--- src/rtl/uart_link_pkg.sv ---
// Shared definitions for the UART link arbiter: FSM states, TX byte layout
// and the helper that forms each outgoing byte.
package uart_link_pkg;

  typedef enum logic [2:0] {
    IDLE,
    TX0,
    TX1,
    TX2,
    WAIT_RSP,
    DONE
  } state_e;

  localparam logic [1:0]  BYTE_ADDR      = 2'd0;
  localparam logic [1:0]  BYTE_WDATA     = 2'd1;
  localparam logic [1:0]  BYTE_FLAGS     = 2'd2;
  localparam int unsigned FLAG_WRITE_BIT = 0;

  // Reads carry a zero data byte so the far end sees a fixed 3-byte frame.
  function automatic logic [7:0] tx_byte(input logic [1:0] pos,
                                         input logic [7:0] addr,
                                         input logic [7:0] wdata,
                                         input logic       is_write);
    logic [7:0] b;
    b = '0;
    case (pos)
      BYTE_ADDR:  b = addr;
      BYTE_WDATA: b = is_write ? wdata : '0;
      BYTE_FLAGS: b[FLAG_WRITE_BIT] = is_write;
      default:    b = '0;
    endcase
    return b;
  endfunction

endpackage

--- src/rtl/rr_arbiter.sv ---
// Combinational round-robin picker: first asserted request at or above ptr,
// wrapping around to index 0.
module rr_arbiter #(
  parameter int unsigned NUM_REQ = 2,
  parameter int unsigned IDX_W   = (NUM_REQ > 1) ? $clog2(NUM_REQ) : 1
) (
  input  logic [NUM_REQ-1:0] req,
  input  logic [IDX_W-1:0]   ptr,
  output logic               grant_valid,
  output logic [IDX_W-1:0]   grant_idx
);

  logic [IDX_W-1:0] cand;

  always_comb begin
    grant_valid = 1'b0;
    grant_idx   = '0;
    cand        = '0;
    for (int unsigned i = 0; i < NUM_REQ; i++) begin
      cand = IDX_W'((32'(ptr) + i) % NUM_REQ);
      if (!grant_valid && req[cand]) begin
        grant_valid = 1'b1;
        grant_idx   = cand;
      end
    end
  end

endmodule

--- src/rtl/uart_link_arbiter.sv ---
// Shares one UART link between NUM_REQ requesters: round-robin grant, 3-byte
// TX sequence, and for reads a single response frame with timeout.
module uart_link_arbiter
  import uart_link_pkg::*;
#(
  parameter int unsigned NUM_REQ        = 2,
  parameter int unsigned TIMEOUT_CYCLES = 1000000,
  parameter int unsigned TO_W           = 20
) (
  input  logic                 clk,
  input  logic                 rst,
  input  logic [NUM_REQ-1:0]   req_valid,
  output logic [NUM_REQ-1:0]   req_ready,
  input  logic [NUM_REQ-1:0]   req_write,
  input  logic [8*NUM_REQ-1:0] req_addr,
  input  logic [8*NUM_REQ-1:0] req_wdata,
  output logic [NUM_REQ-1:0]   rsp_valid,
  output logic [7:0]           rsp_data,
  output logic                 rsp_err,
  output logic [7:0]           tx_data,
  output logic                 tx_valid,
  input  logic                 tx_ready,
  input  logic [7:0]           frame_out,
  input  logic                 frame_valid,
  output logic                 frame_ready,
  output logic                 busy,
  output logic [7:0]           stray_cnt
);

  localparam int unsigned IDX_W = (NUM_REQ > 1) ? $clog2(NUM_REQ) : 1;

  state_e               state_q,     state_d;
  logic [IDX_W-1:0]     rr_ptr_q,    rr_ptr_d;
  logic [IDX_W-1:0]     idx_q,       idx_d;
  logic                 wr_q,        wr_d;
  logic [7:0]           addr_q,      addr_d;
  logic [7:0]           wdata_q,     wdata_d;
  logic [TO_W-1:0]      to_cnt_q,    to_cnt_d;
  logic [7:0]           rsp_data_q,  rsp_data_d;
  logic                 rsp_err_q,   rsp_err_d;
  logic [NUM_REQ-1:0]   req_ready_q, req_ready_d;
  logic                 frm_rdy_q,   frm_rdy_d;
  logic [7:0]           stray_q,     stray_d;

  logic                 gnt_valid;
  logic [IDX_W-1:0]     gnt_idx;
  logic                 tx_fire;
  logic                 frame_fire;

  rr_arbiter #(
    .NUM_REQ (NUM_REQ),
    .IDX_W   (IDX_W)
  ) u_rr_arbiter (
    .req         (req_valid),
    .ptr         (rr_ptr_q),
    .grant_valid (gnt_valid),
    .grant_idx   (gnt_idx)
  );

  always_ff @(posedge clk) begin
    if (rst) begin
      state_q     <= IDLE;
      rr_ptr_q    <= '0;
      idx_q       <= '0;
      wr_q        <= 1'b0;
      addr_q      <= '0;
      wdata_q     <= '0;
      to_cnt_q    <= '0;
      rsp_data_q  <= '0;
      rsp_err_q   <= 1'b0;
      req_ready_q <= '0;
      frm_rdy_q   <= 1'b0;
      stray_q     <= '0;
    end else begin
      state_q     <= state_d;
      rr_ptr_q    <= rr_ptr_d;
      idx_q       <= idx_d;
      wr_q        <= wr_d;
      addr_q      <= addr_d;
      wdata_q     <= wdata_d;
      to_cnt_q    <= to_cnt_d;
      rsp_data_q  <= rsp_data_d;
      rsp_err_q   <= rsp_err_d;
      req_ready_q <= req_ready_d;
      frm_rdy_q   <= frm_rdy_d;
      stray_q     <= stray_d;
    end
  end

  assign tx_fire    = tx_valid && tx_ready;
  assign frame_fire = frame_valid && frame_ready;

  always_comb begin
    state_d     = state_q;
    rr_ptr_d    = rr_ptr_q;
    idx_d       = idx_q;
    wr_d        = wr_q;
    addr_d      = addr_q;
    wdata_d     = wdata_q;
    to_cnt_d    = to_cnt_q;
    rsp_data_d  = rsp_data_q;
    rsp_err_d   = rsp_err_q;
    req_ready_d = '0;
    frm_rdy_d   = 1'b1;
    stray_d     = stray_q;

    case (state_q)
      IDLE: begin
        if (gnt_valid) begin
          idx_d                = gnt_idx;
          wr_d                 = req_write[gnt_idx];
          addr_d               = req_addr[{gnt_idx, 3'b000} +: 8];
          wdata_d              = req_wdata[{gnt_idx, 3'b000} +: 8];
          req_ready_d[gnt_idx] = 1'b1;
          rr_ptr_d             = (gnt_idx == IDX_W'(NUM_REQ - 1)) ? '0
                                                                  : gnt_idx + IDX_W'(1);
          state_d              = TX0;
        end
      end
      TX0: if (tx_fire) state_d = TX1;
      TX1: if (tx_fire) state_d = TX2;
      TX2: begin
        if (tx_fire) begin
          if (wr_q) begin
            rsp_data_d = '0;
            rsp_err_d  = 1'b0;
            state_d    = DONE;
          end else begin
            to_cnt_d = '0;
            state_d  = WAIT_RSP;
          end
        end
      end
      // A frame on the expiry cycle takes priority over the timeout.
      WAIT_RSP: begin
        if (frame_fire) begin
          rsp_data_d = frame_out;
          rsp_err_d  = 1'b0;
          state_d    = DONE;
        end else if (to_cnt_q == TO_W'(TIMEOUT_CYCLES - 1)) begin
          rsp_data_d = '0;
          rsp_err_d  = 1'b1;
          state_d    = DONE;
        end else begin
          to_cnt_d = to_cnt_q + TO_W'(1);
        end
      end
      DONE:    state_d = IDLE;
      default: state_d = IDLE;
    endcase

    if (frame_fire && (state_q != WAIT_RSP) && (stray_q != 8'hFF)) begin
      stray_d = stray_q + 8'd1;
    end
  end

  always_comb begin
    tx_valid  = 1'b0;
    tx_data   = '0;
    rsp_valid = '0;
    rsp_data  = '0;
    rsp_err   = 1'b0;
    busy      = (state_q != IDLE);
    case (state_q)
      TX0: begin
        tx_valid = 1'b1;
        tx_data  = tx_byte(BYTE_ADDR, addr_q, wdata_q, wr_q);
      end
      TX1: begin
        tx_valid = 1'b1;
        tx_data  = tx_byte(BYTE_WDATA, addr_q, wdata_q, wr_q);
      end
      TX2: begin
        tx_valid = 1'b1;
        tx_data  = tx_byte(BYTE_FLAGS, addr_q, wdata_q, wr_q);
      end
      DONE: begin
        rsp_valid[idx_q] = 1'b1;
        rsp_data         = rsp_data_q;
        rsp_err          = rsp_err_q;
      end
      default: ;
    endcase
  end

  assign req_ready   = req_ready_q;
  assign frame_ready = frm_rdy_q;
  assign stray_cnt   = stray_q;

endmodule

--- config.mk ---
export PLATFORM = sky130hd
export DESIGN_NAME = uart_link_arbiter
export DESIGN_NICKNAME = d
export VERILOG_FILES = /design/src/rtl/uart_link_pkg.sv /design/src/rtl/rr_arbiter.sv /design/src/rtl/uart_link_arbiter.sv
export SDC_FILE = /design/constraint.sdc
export NUM_CORES = 1
export LEC_CHECK = 0
export ABC_AREA = 0
export CAP_MARGIN = 20
export CORE_MARGIN = 3
export CORE_UTILIZATION = 43
export CTS_CLUSTER_DIAMETER = 150
export DETAILED_ROUTE_END_ITERATION = 6
export GPL_TIMING_DRIVEN = 0
export PLACE_DENSITY = 0.74
export SYNTH_ARGS = -nofsm -noshare
export SYNTH_HDL_FRONTEND = slang
export SYNTH_SLANG_ARGS = --single-unit
--- constraint.sdc ---
create_clock -name clk -period 3.09 [get_ports clk]
set_clock_uncertainty 0.05 [all_clocks]
set_input_delay 0.927 -clock clk [delete_from_list [all_inputs] [get_ports clk]]
set_output_delay 0.927 -clock clk [all_outputs]
set_load 0.01 [all_outputs]
After elaboration in Yosys (flattened, before gate mapping)
Index checks and enable logic that the tools add are counted.

word-level totals
  flip-flop bits (word level) = 62
  memory bits (writable) = 0
  logic and storage cells = 105
  bits in read-only memories = 0
  memories kept = 0
  latch bits = 0

cells by class
  reduce and logical (&&, ||, !) cells = 17
  shift operators = 2
  order comparisons = 6
  bitwise operators = 2
  add/sub/neg operators = 4
  equality and inequality tests = 17
  multiplexer cells = 45
  $mul = 0
  div/mod/pow operators = 0

operators by type and width
  kind                   number
  $mux 20                4
  $mux 8                 6
  $pmux 20 s2            1
  $shiftx 16x5->8        2
  $pmux 8 s3             1
  $mux 1                 21
  $add 20x1->20 const B  1
  $eq 20x20->1 const B   1
  $mux 3                 6
  $ne 2x2->1 const B     8
  $pmux 8 s2             1
  $pmux 3 s5             1
  $reduce_and 5->1       2
  $add 8x1->8 const B    1
  $lt 1x2->1 const B     4
  $ne 8x8->1 const B     1
  $logic_and 1x1->1      7
  $eq 3x2->1 const B     2
  $eq 3x3->1 const B     2
  $ne 3x3->1 const B     2
  $reduce_or 3->1        2
  $reduce_and 4->1       1
  $eq 3x1->1 const B     1
  $logic_not 3->1        1
  10 further kinds       14

Longest topological paths before layout
Gate-level depths: netlist (run 1).

  depth after elaboration = 10
  mapped depth = 7
  depth with buffers taken out = 6

By module
Synthesis (run 1) repeated with hierarchy kept, for this count alone.

second synthesis, totals
  cell total of the unflattened synthesis = 383
  area total of the unflattened synthesis = 3149.3 um2

modules (own cells, without submodules)
  module             times used  cells each  area an instance (um2)  seq. area each (um2)
  uart_link_arbiter  1           380         3131.8                  1241.2
  rr_arbiter         1           3           17.5                    0.0

Worst setup path before layout (run 1)
No wires, ideal clock.

  path kind = flip-flop to output port
  start = register state_q[0]
  end = output port tx_data[0]
  path buffers = 3
  setup slack = 0.642 ns
  cell stages (with the launch flop) = 7
  data arrival time = 1.471 ns
  path through = dfxtp_1 -> clkbuf_1 -> nor2b_1 -> clkbuf_1 -> clkbuf_1 -> a21oi_1 -> nor2_1

on the way
  longest elaborated chain between the ends = 2
  elaborated cells on any way between the ends = 4

ends and longest elaborated chain
  element                                   line                      RTL
  from (decl)                               uart_link_arbiter.sv:32   state_e state_q, state_d;
  from (signal assigned)                    uart_link_arbiter.sv:75   state_q <= state_d;
  $eq 3x2->1 or $eq 3x1->1 (tied branches)  uart_link_arbiter.sv:164  case (state_q)
  $pmux 8 s3 *                              uart_link_arbiter.sv:164
  to (decl)                                 uart_link_arbiter.sv:20   output logic [7:0] tx_data,

Every way passes the cells marked *; elsewhere a longest branch is shown, timed or not.

Worst setup path in the final report (run 1)
  start = register state_q[0]
  end = output port rsp_data[3]

on the way
  longest elaborated chain between the ends = 2

ends and longest elaborated chain
  element     line                      RTL
  $eq 3x3->1  uart_link_arbiter.sv:164
  $mux 8      uart_link_arbiter.sv:164
  to (decl)   uart_link_arbiter.sv:18   output logic [7:0] rsp_data,

No other way between the ends.

==> results of run 1 <==
[worst min path at each step]
stage,startpoint,to,cells after the start
after global routing,rsp_data_q[5],rsp_data_q[5],1
after global placement,rsp_data_q[1],rsp_data_q[1],1
after detailed placement,rsp_data_q[7],rsp_data_q[7],1
after CTS,rsp_data_q[4],rsp_data_q[4],1
after floorplan,rsp_data_q[5],rsp_data_q[5],1
final,rsp_data_q[4],rsp_data_q[4],1
[layout make-up]
type	instances	area [µm²]
clock buffer	14	162.7
buffer	18	95.09
timing repair buffer	79	795.8
tap	77	96.34
clock inverter	1	5.005
sequential	62	1245
multi-input combinational	247	1558
inverter	6	22.52
fill	583	2479
[metal layers]
metal,part of all wire (%),vias up
met5,0,-
met4,1.8,0
met3,7.9,16
met2,45,124
met1,46,1371
li1,-,1467
[per-stage QoR]
stage | std cells | hold slack, ps | setup TNS (ps)
after floorplan | 334 | 384.3 | 0
after global placement | 490 | 398.3 | -2171
after detailed placement | 490 | 398.0 | -1818
after CTS | 504 | 419.7 | 0
after global routing | 504 | 445.5 | 0
final | 504 | 419.8 | 0
[repair_timing]
item                       in CTS  in global routing
resized for setup               6                  6
buffers inserted                0                  0
setup endpoints to repair      19                 17
[worst register-to-register path, delay by kind of cell (launching register included)]
family,cells,cell delay [ps]
compound gates,2,870
fa+ha+maj,1,250
flops,1,410
simple gates,3,600
[report_power, final]
part           switching (mW)  internal (mW)  total (mW)
combinational           0.245          0.220       0.466
clock                   0.298          0.330       0.628
sequential             0.0502          0.862       0.912
[synth_stat cells, types with 2 or more instances]
cell type,instances,area [µm²]
sky130_fd_sc_hd__nor3_1,12,60.06
sky130_fd_sc_hd__and2_1,3,18.77
sky130_fd_sc_hd__xnor2_1,4,35.03
sky130_fd_sc_hd__a311oi_1,2,17.52
sky130_fd_sc_hd__inv_1,5,18.77
sky130_fd_sc_hd__nand2_1,17,63.81
sky130_fd_sc_hd__o21ai_1,2,10.01
sky130_fd_sc_hd__a21oi_1,18,90.09
sky130_fd_sc_hd__and3_1,12,75.07
sky130_fd_sc_hd__nand4_1,6,37.54
sky130_fd_sc_hd__clkbuf_1,14,52.55
sky130_fd_sc_hd__nand3_1,11,55.05
sky130_fd_sc_hd__a211o_1,3,26.28
sky130_fd_sc_hd__a22o_1,8,70.07
sky130_fd_sc_hd__a222oi_1,17,170.2
sky130_fd_sc_hd__o21ai_0,13,65.06
sky130_fd_sc_hd__buf_6,2,22.52
sky130_fd_sc_hd__dfxtp_1,62,1241
sky130_fd_sc_hd__a211oi_1,2,15.01
sky130_fd_sc_hd__o41ai_1,2,17.52
sky130_fd_sc_hd__nor2_1,55,206.5
sky130_fd_sc_hd__ha_1,2,25.02
sky130_fd_sc_hd__or3_1,4,25.02
sky130_fd_sc_hd__nor4_1,4,25.02
sky130_fd_sc_hd__a31oi_1,4,25.02
sky130_fd_sc_hd__xor2_1,2,17.52
sky130_fd_sc_hd__a22oi_1,8,60.06
sky130_fd_sc_hd__o311ai_0,2,17.52
sky130_fd_sc_hd__o21a_1,2,15.01
sky130_fd_sc_hd__o211ai_1,5,37.54
sky130_fd_sc_hd__and4_1,3,26.28
sky130_fd_sc_hd__o31ai_1,4,30.03
[logic make-up after synthesis]
kind of cell	share of synthesized area, %
buffers and inverters	3.919
AND/OR/NAND/NOR	23.73
multiplexers	0.3445
XOR/XNOR	1.809
AO/OA/AOI/OAI	26.62
adder cells (fa/ha/maj)	0.8612
flip-flops	42.72
[sequential cells by signal, indices dropped and copies added, names as in the netlist]
signal	flops
frame_ready	1
req_ready	2
stray_cnt	8
rsp_data_q	8
idx_q	1
to_cnt_q	20
addr_q	8
rsp_err_q	1
rr_ptr_q	1
state_q	3
wdata_q	8
wr_q	1
==> impl_metrics.csv, run 1 <==
group,metric,value,unit
status,run_status,"finished clean",
sta,final_min_period_over_clock_period,95.60,%
synthesis,synth_fp_nets,384,
synthesis,synth-seq-area-share,42.72,%
layout,n_antenna_cell,0,
synthesis,syn-instance-count,334,
synthesis,avgSynthCellArea,8.698,µm²
route,pre_repair_dr_iteration_count,6,
synthesis,postSynthRegisterBits,62,
clocking,root_buffer,"sky130_fd_sc_hd__clkbuf_8",
route,final_antenna_net_count,0,
synthesis,synth_cell_types,56,
placed_design,routabilityCongestion,0.8923,
setup_path,setup.worst_path.class,"register to output pin",
grt,grt_start_max_net_pins,12,
floorplanning,floorplan.die.width,88.20,µm
setup_path,critPathRequiredTime,2110,ps
sta,max-slew-margin-rel,38.21,%
setup_path,critical_path.startpoint_type,"register",
job,drv_cap,0,
synthesis,synth_area,0.002905,mm²
sta,timing_worst_slew_pin_value,919.8,ps
layout,layout-drive-gt1-share,7.260,%
setup_path,path_cells,"nor2b_1 -> buf_4 -> buf_4 -> and3_1 -> clkdlybuf4s50_1",
pwr,cell_leakage_power,1.470,nW
pwr,worst_ir_drop_vdd,0.0003396,V
route,post_drt_via_cell_ratio,5.909,
layout,utilization,61.62,%
setup_path,crit_path_max_fanout,11,
grt,globalRouteMet1Util,29.06,%
route,routed-via-count,2978,
placed_design,detailed_place_hpwl,5761,µm
setup_path,timing.critical_path.to,"rsp_data[3]",
grt,grt_antenna_before_repair,0,
synthesis,post_synth_edffs,0,
clocking,cts.path.max_buffers,2,
route,route.final.wire_length,8238,µm
floorplanning,initial_core_utilization,44.98,%
pwr,p_per_area,504.0,mW/mm²
layout,nNetsFinal,473,
setup_path,critPathLaunch,"state_q[0]",
placed_design,dpl-instance-area,0.003792,mm²
floorplanning,fp.dieH,88.20,µm
setup_path,rr_startpoint,"to_cnt_q[0]",
synthesis,yosys_warnings,0,
sta,slew_violations,0,
setup_path,crit_path_frequent_cell,"sky130_fd_sc_hd__buf_4",
sta,rsz_0062_raised_after_global_routing,"false",
grt,globalRoute.totalOverflow,0,
clocking,cts.hold.buffers_added,0,
floorplanning,io_pins,80,
route,post-route-drc-count,0,
clocking,h_tree_lvl_count,3,
layout,fin_area,0.003980,mm²
sta,period_needed,2954,ps
layout,most-common-layout-cells,"77 x sky130_fd_sc_hd__clkdlybuf4s50_1, 61 x sky130_fd_sc_hd__dfxtp_1, 54 x sky130_fd_sc_hd__nor2_1",
setup_path,timing.reg2reg.setup_slack,800,ps
clocking,sinks_on_clock_net,62,
sta,finalSetupViolations,0,
layout,final_common_cell,"sky130_fd_sc_hd__clkdlybuf4s50_1",
grt,grt_pass1_wl,13180,µm
grt,grt_pass1_vias,2778,
sta,final.setup.worst_slack,136.1,ps
clocking,cts_tree,"yes",
setup_path,worst-path-stages,5,
layout,area_growth,36.99,%
clocking,clock_latency,340,ps
route,route.detailed.wl_per_inst,16.35,µm
placed_design,minimum_setup_slack_after_placement,-212.0,ps
grt,grtUsageTotal,21.56,%
min_path,hp-class,"register to register",
setup_path,r2r.worst_path.cells,6,
grt,globalRouteMet3Util,8.278,%
clocking,cts_made_buffers,9,
route,detailedRoute.firstIterationViolations,247,
setup_path,critical_path_buf_inv_count,3,
floorplanning,core_area,0.006459,mm²
grt,grt-busiest-layer,"met2",
setup_path,cp-end-kind,"output pin",
setup_path,r2r-end,"to_cnt_q[16]",
setup_path,timing.critical_path.max_delay_family,"buffers and inverters",
floorplanning,floorplan.die_area,0.007778,mm²
synthesis,ys.flop_type,"sky130_fd_sc_hd__dfxtp_1",
placed_design,io_buffers,79,
setup_path,crit_arrival,1980,ps
setup_path,peak_per_stage_delay_on_the_critical_path,530,ps
synthesis,async_reset_ff_share,0,%
sta,fmax,0.3385,GHz
floorplanning,floorplan.rows,29,
grt,grt_use_met2,31.95,%
setup_path,cp_slowest_cell,"sky130_fd_sc_hd__clkdlybuf4s50_1",
pwr,power,2.006,mW
clocking,register_clock_pin_slew_on_the_reported_worst_setup_and_hold_paths,60,ps
sta,hold_viol,0,
(Power assumes the default switching activity.)
==> run 2, diff against run 1 <==
--- a/config.mk
+++ b/config.mk
@@ -11,8 +11,8 @@
 export CORE_UTILIZATION = 43
 export CTS_CLUSTER_DIAMETER = 150
 export DETAILED_ROUTE_END_ITERATION = 6
-export GPL_TIMING_DRIVEN = 0
 export PLACE_DENSITY = 0.74
+export SKIP_LAST_GASP = 1
 export SYNTH_ARGS = -nofsm -noshare
 export SYNTH_HDL_FRONTEND = slang
 export SYNTH_SLANG_ARGS = --single-unit
==> impl_metrics.csv, run 2 (synthesized netlist as in run 1, its figures left out) <==
group,metric,value,unit
status,run_status,"finished clean",
placed_design,dpl-instance-area,0.003814,mm²
route,highest_layer,"met4",
clocking,root_buffer,"sky130_fd_sc_hd__clkbuf_8",
sta,final_min_period_over_clock_period,94.33,%
layout,layout-drive-gt1-share,9.882,%
sta,slew_violations,0,
setup_path,worst-path-stages,6,
setup_path,crit_path_max_fanout,7,
clocking,cts.path.max_buffers,2,
sta,hold_ws,423.5,ps
setup_path,setup.worst_path.class,"register to output pin",
setup_path,critical_path.startpoint_type,"register",
setup_path,critical_path_buf_inv_count,2,
floorplanning,initial_core_utilization,44.98,%
sta,period_needed,2915,ps
setup_path,crit_arrival,1940,ps
route,detailedRoute.firstIterationViolations,347,
sta,timing_worst_slew_pin_value,1029,ps
layout,area_growth,37.60,%
floorplanning,io_pins,80,
layout,regMostFlops,"to_cnt_q",
layout,utilization,61.89,%
min_path,holdPathStages,1,
sta,totalNegativeSetupSlack,0,ps
setup_path,peak_per_stage_delay_on_the_critical_path,550,ps
clocking,cts_made_buffers,9,
route,routed-via-count,3005,
sta,final.setup.worst_slack,175.2,ps
grt,grt_pass1_wl,13190,µm
clocking,sinks_on_clock_net,62,
placed_design,routabilityCongestion,0.9109,
clocking,clock_latency,340,ps
placed_design,detailed_place_hpwl,5749,µm
setup_path,r2r.worst_path.cells,5,
route,route.met3.wl,658,µm
sta,rsz_0062_raised_after_global_routing,"false",
sta,fmax,0.3431,GHz
sta,finalSetupViolations,0,
floorplanning,core_area,0.006459,mm²
placed_design,placedCellCount,486,
grt,grt_pass1_vias,2828,
pwr,p_per_area,516.3,mW/mm²
sta,max-slew-margin-rel,30.84,%
route,route.detailed.wl_per_inst,16.19,µm
layout,final-instance-count-excl-fill,502,
setup_path,cp-end-kind,"output pin",
min_path,hp-class,"register to register",
grt,grtUsageTotal,21.45,%
setup_path,timing.critical_path.max_delay_family,"buffers and inverters",
grt,grt_antenna_before_repair,0,
floorplanning,floorplan.rows,29,
layout,final_common_cell,"sky130_fd_sc_hd__clkdlybuf4s50_1",
layout,most-common-layout-cells,"79 x sky130_fd_sc_hd__clkdlybuf4s50_1, 60 x sky130_fd_sc_hd__dfxtp_1, 55 x sky130_fd_sc_hd__nor2_1",
route,route.layer.met1.wl,3532,µm
layout,nNetsFinal,470,
floorplanning,floorplan.die_area,0.007778,mm²
floorplanning,fp.dieH,88.20,µm
route,pre_repair_dr_iteration_count,6,
route,post_drt_via_cell_ratio,5.986,
setup_path,path_cells,"nand2_1 -> nor2_1 -> buf_4 -> a22oi_1 -> nor2_1 -> clkdlybuf4s50_1",
floorplanning,floorplan.die.width,88.20,µm
clocking,cts_tree,"yes",
grt,grt_start_max_net_pins,22,
layout,largest_reg_flops,20,
clocking,register_clock_pin_slew_on_the_reported_worst_setup_and_hold_paths,70,ps
route,total_met2_wirelength_after_detailed_routing,3833,µm
layout,fin_area,0.003998,mm²
route,final_antenna_net_count,0,
clocking,h_tree_lvl_count,3,
route,route.final.wire_length,8125,µm
setup_path,crit_path_frequent_cell,"sky130_fd_sc_hd__nor2_1",
grt,globalRoute.totalOverflow,0,
placed_design,minimum_setup_slack_after_placement,227.8,ps
layout,n_antenna_cell,0,
route,post-route-drc-count,0,
sta,hold_viol,0,
pwr,power,2.064,mW
pwr,worst_ir_drop_vdd,0.0003038,V
clocking,post_cts_buffers,0,
pwr,cell_leakage_power,1.473,nW
placed_design,io_buffers,79,
job,drv_cap,0,
setup_path,critPathRequiredTime,2110,ps
setup_path,cp_slowest_cell,"sky130_fd_sc_hd__clkdlybuf4s50_1",
==> run 2: worst paths after layout <==
path | slack (ps) | to | start
max reg2reg | 610 | rsp_data_q[4] | state_q[2]
max | 180 | tx_data[5] | wr_q
min reg2reg | 420 | rsp_data_q[5] | rsp_data_q[5]
min | 420 | rsp_data_q[5] | rsp_data_q[5]
==> run 2: layout make-up <==
type / count / area, µm²
sequential: 62 / 1244
tap: 77 / 96.34
timing repair buffer: 94 / 903.4
fill: 570 / 2461
clock inverter: 5 / 50.05
multi-input combinational: 247 / 1550
clock buffer: 11 / 131.4
inverter: 6 / 22.52
==> run 2: power breakdown <==
group	internal [mW]	total, mW	leakage (nW)	switching [mW]
clock network	0.367	0.680	0.0968	0.313
logic	0.237	0.482	0.871	0.245
registers	0.860	0.902	0.505	0.0424
==> run 2: routing by layer <==
layer / vias to the layer above / track usage, %
met5: - / 0
met4: 0 / 6.456
met3: 14 / 7.056
met2: 117 / 34.13
met1: 1419 / 27.71
li1: 1455 / -
==> run 2: worst reg2reg max path: stages, from the launching register on <==
cell	delay, ps
sky130_fd_sc_hd__dfxtp_2	550
sky130_fd_sc_hd__or3b_4	540
sky130_fd_sc_hd__nor2_2	300
sky130_fd_sc_hd__o21ai_1	210
sky130_fd_sc_hd__a21oi_1	550
sky130_fd_sc_hd__a22o_1	230
==> run 2: repair_timing <==
item                                   4_1_cts  5_1_grt
setup endpoints to repair                    0        8
hold buffers                                 0        0
endpoints found under the hold margin        0        0
gates resized for setup                      0        2
==> run 3, diff against run 2 <==
--- a/config.mk
+++ b/config.mk
@@ -8,10 +8,12 @@
 export ABC_AREA = 0
 export CAP_MARGIN = 20
 export CORE_MARGIN = 3
-export CORE_UTILIZATION = 43
+export CORE_UTILIZATION = 52
 export CTS_CLUSTER_DIAMETER = 150
 export DETAILED_ROUTE_END_ITERATION = 6
-export PLACE_DENSITY = 0.74
+export PLACE_DENSITY = 0.87
+export REMOVE_ABC_BUFFERS = 1
+export SKIP_CTS_REPAIR_TIMING = 1
 export SKIP_LAST_GASP = 1
 export SYNTH_ARGS = -nofsm -noshare
 export SYNTH_HDL_FRONTEND = slang
==> impl_metrics.csv, run 3 (synthesized netlist as in run 1, its figures left out) <==
group,metric,value,unit
status,run_status,"finished clean",
floorplanning,floorplan.die.width,80.75,µm
placed_design,routabilityCongestion,0.9091,
setup_path,rr_startpoint,"state_q[2]",
setup_path,timing.reg2reg.setup_slack,600,ps
route,detailedRoute.firstIterationViolations,187,
layout,nNetsFinal,463,
setup_path,r2r.worst_path.cells,5,
route,final_antenna_net_count,0,
layout,n_antenna_cell,0,
grt,grt_start_max_net_pins,46,
route,routed-via-count,3048,
min_path,hp-class,"register to register",
setup_path,setup.worst_path.class,"register to output pin",
clocking,h_tree_lvl_count,3,
floorplanning,fp.dieH,80.75,µm
layout,fin_area,0.003974,mm²
route,post-route-drc-count,0,
layout,final_common_cell,"sky130_fd_sc_hd__clkdlybuf4s50_1",
floorplanning,core_area,0.005270,mm²
pwr,p_per_area,536.7,mW/mm²
grt,grt_antenna_before_repair,0,
floorplanning,io_pins,80,
sta,period_needed,2973,ps
layout,area_growth,36.78,%
route,route.final.wire_length,8313,µm
pwr,worst_ir_drop_vdd,0.0003755,V
pwr,cell_leakage_power,1.456,nW
sta,rsz_0062_raised_after_global_routing,"false",
sta,fmax,0.3363,GHz
grt,grt_pass1_vias,2937,
sta,hold_viol,0,
setup_path,critical_path.startpoint_type,"register",
sta,finalSetupViolations,0,
pwr,power,2.133,mW
setup_path,r2r-end,"rsp_data_q[4]",
min_path,holdPathStages,1,
floorplanning,floorplan.rows,26,
clocking,cts_made_buffers,9,
pwr,seqPwrFrac,43.0,%
min_path,hold_path_end,"rsp_data_q[7]",
sta,max-slew-margin-rel,24.66,%
layout,layout-drive-gt1-share,8.852,%
floorplanning,floorplan.die_area,0.006520,mm²
pwr,p_switching,0.5973,mW
route,route.detailed.wl_per_inst,17.03,µm
route,pre_repair_dr_iteration_count,6,
layout,regMostFlops,"to_cnt_q",
pwr,power.switching_fraction,28.01,%
job,drv_cap,0,
placed_design,io_buffers,79,
sta,timing_worst_slew_pin_value,1126,ps
layout,utilization,75.40,%
layout,largest_reg_flops,20,
clocking,root_buffer,"sky130_fd_sc_hd__clkbuf_8",
pwr,power_share_of_the_combinational_group,21.1,%
grt,globalRoute.totalOverflow,0,
setup_path,crit_path_max_fanout,7,
pwr,power.internal,1.535,mW
setup_path,crit_arrival,2000,ps
placed_design,detailed_place_hpwl,5765,µm
setup_path,critPathRequiredTime,2110,ps
grt,grtUsageTotal,26.76,%
clocking,clock_latency,340,ps
sta,slew_violations,0,
placed_design,dpl-instance-area,0.003752,mm²
clocking,cts_tree,"yes",
sta,final_min_period_over_clock_period,96.22,%
floorplanning,initial_core_utilization,55.13,%
grt,grt_pass1_wl,13590,µm
route,post_drt_via_cell_ratio,6.246,
min_path,hold_path.startpoint,"rsp_data_q[7]",
sta,totalNegativeSetupSlack,0,ps
clocking,sinks_on_clock_net,62,
layout,most-common-layout-cells,"79 x sky130_fd_sc_hd__clkdlybuf4s50_1, 60 x sky130_fd_sc_hd__dfxtp_1, 55 x sky130_fd_sc_hd__nor2_1",
clocking,register_clock_pin_slew_on_the_reported_worst_setup_and_hold_paths,70,ps
pwr,clock_power_share,35.9,%
setup_path,cp-end-kind,"output pin",
clocking,cts.path.max_buffers,2,
run 3: cell types whose count changed in the layout (fill, tap and decap cells not counted), sizes merged:
cell | previous run | this run
buf | 15 | 8
clkbuf | 11 | 13
clkinv | 5 | 3
run 3: layout make-up:
class / count / area (µm²)
multi-input cells: 247 / 1550
fillers: 397 / 1296
flip-flops and latches: 62 / 1244
clock inverters: 3 / 40.04
inverters: 6 / 22.52
clock buffers: 13 / 178.9
well taps: 70 / 87.58
repair buffers: 87 / 850.8
run 3: how the worst max path moves through the flow:
stage                 start            end  slack [ps]  cells after the start
2_1_floorplan    state_q[0]     tx_data[1]         670                      3
3_3_place_gp    frame_valid  rsp_data_q[7]         200                      6
3_5_place_dp   req_valid[1]      addr_q[0]         160                      5
4_1_cts          state_q[0]     tx_data[7]          40                      5
5_1_grt          state_q[0]     tx_data[6]          50                      5
6_report               wr_q     tx_data[1]         120                      6
run 3: power groups by stage:
stage	clock [mW]	sequential (mW)	combinational (mW)
2_1_floorplan	0	0.918	0.229
3_3_place_gp	0	0.924	0.433
3_5_place_dp	0	0.930	0.445
4_1_cts	0.772	0.913	0.449
5_1_grt	0.820	0.924	0.490
6_report	0.766	0.916	0.451
run 3: routing by layer:
layer,wire length (µm),vias to the layer above,track usage (%)
met5,0,-,0
met4,166,0,11.15
met3,617,18,7.428
met2,4184,133,42.80
met1,3344,1460,34.02
li1,-,1437,-
run 3: metrics by stage:
step	setup slack [ps]	hold slack (ps)	cells
3_5_place_dp	157.1	398.7	472
4_1_cts	43.33	421.8	488
5_1_grt	48.13	435.9	488
2_1_floorplan	668.8	384.3	315
3_3_place_gp	196.0	398.8	472
6_report	116.7	417.8	488
run 3: worst max-delay path, cell delays in order (launching register included):
cell                              delay, ps
sky130_fd_sc_hd__dfxtp_1                450
sky130_fd_sc_hd__nand2_1                150
sky130_fd_sc_hd__nor2_1                 120
sky130_fd_sc_hd__buf_4                  170
sky130_fd_sc_hd__a22oi_1                 70
sky130_fd_sc_hd__nor2_1                 120
sky130_fd_sc_hd__clkdlybuf4s50_1        560
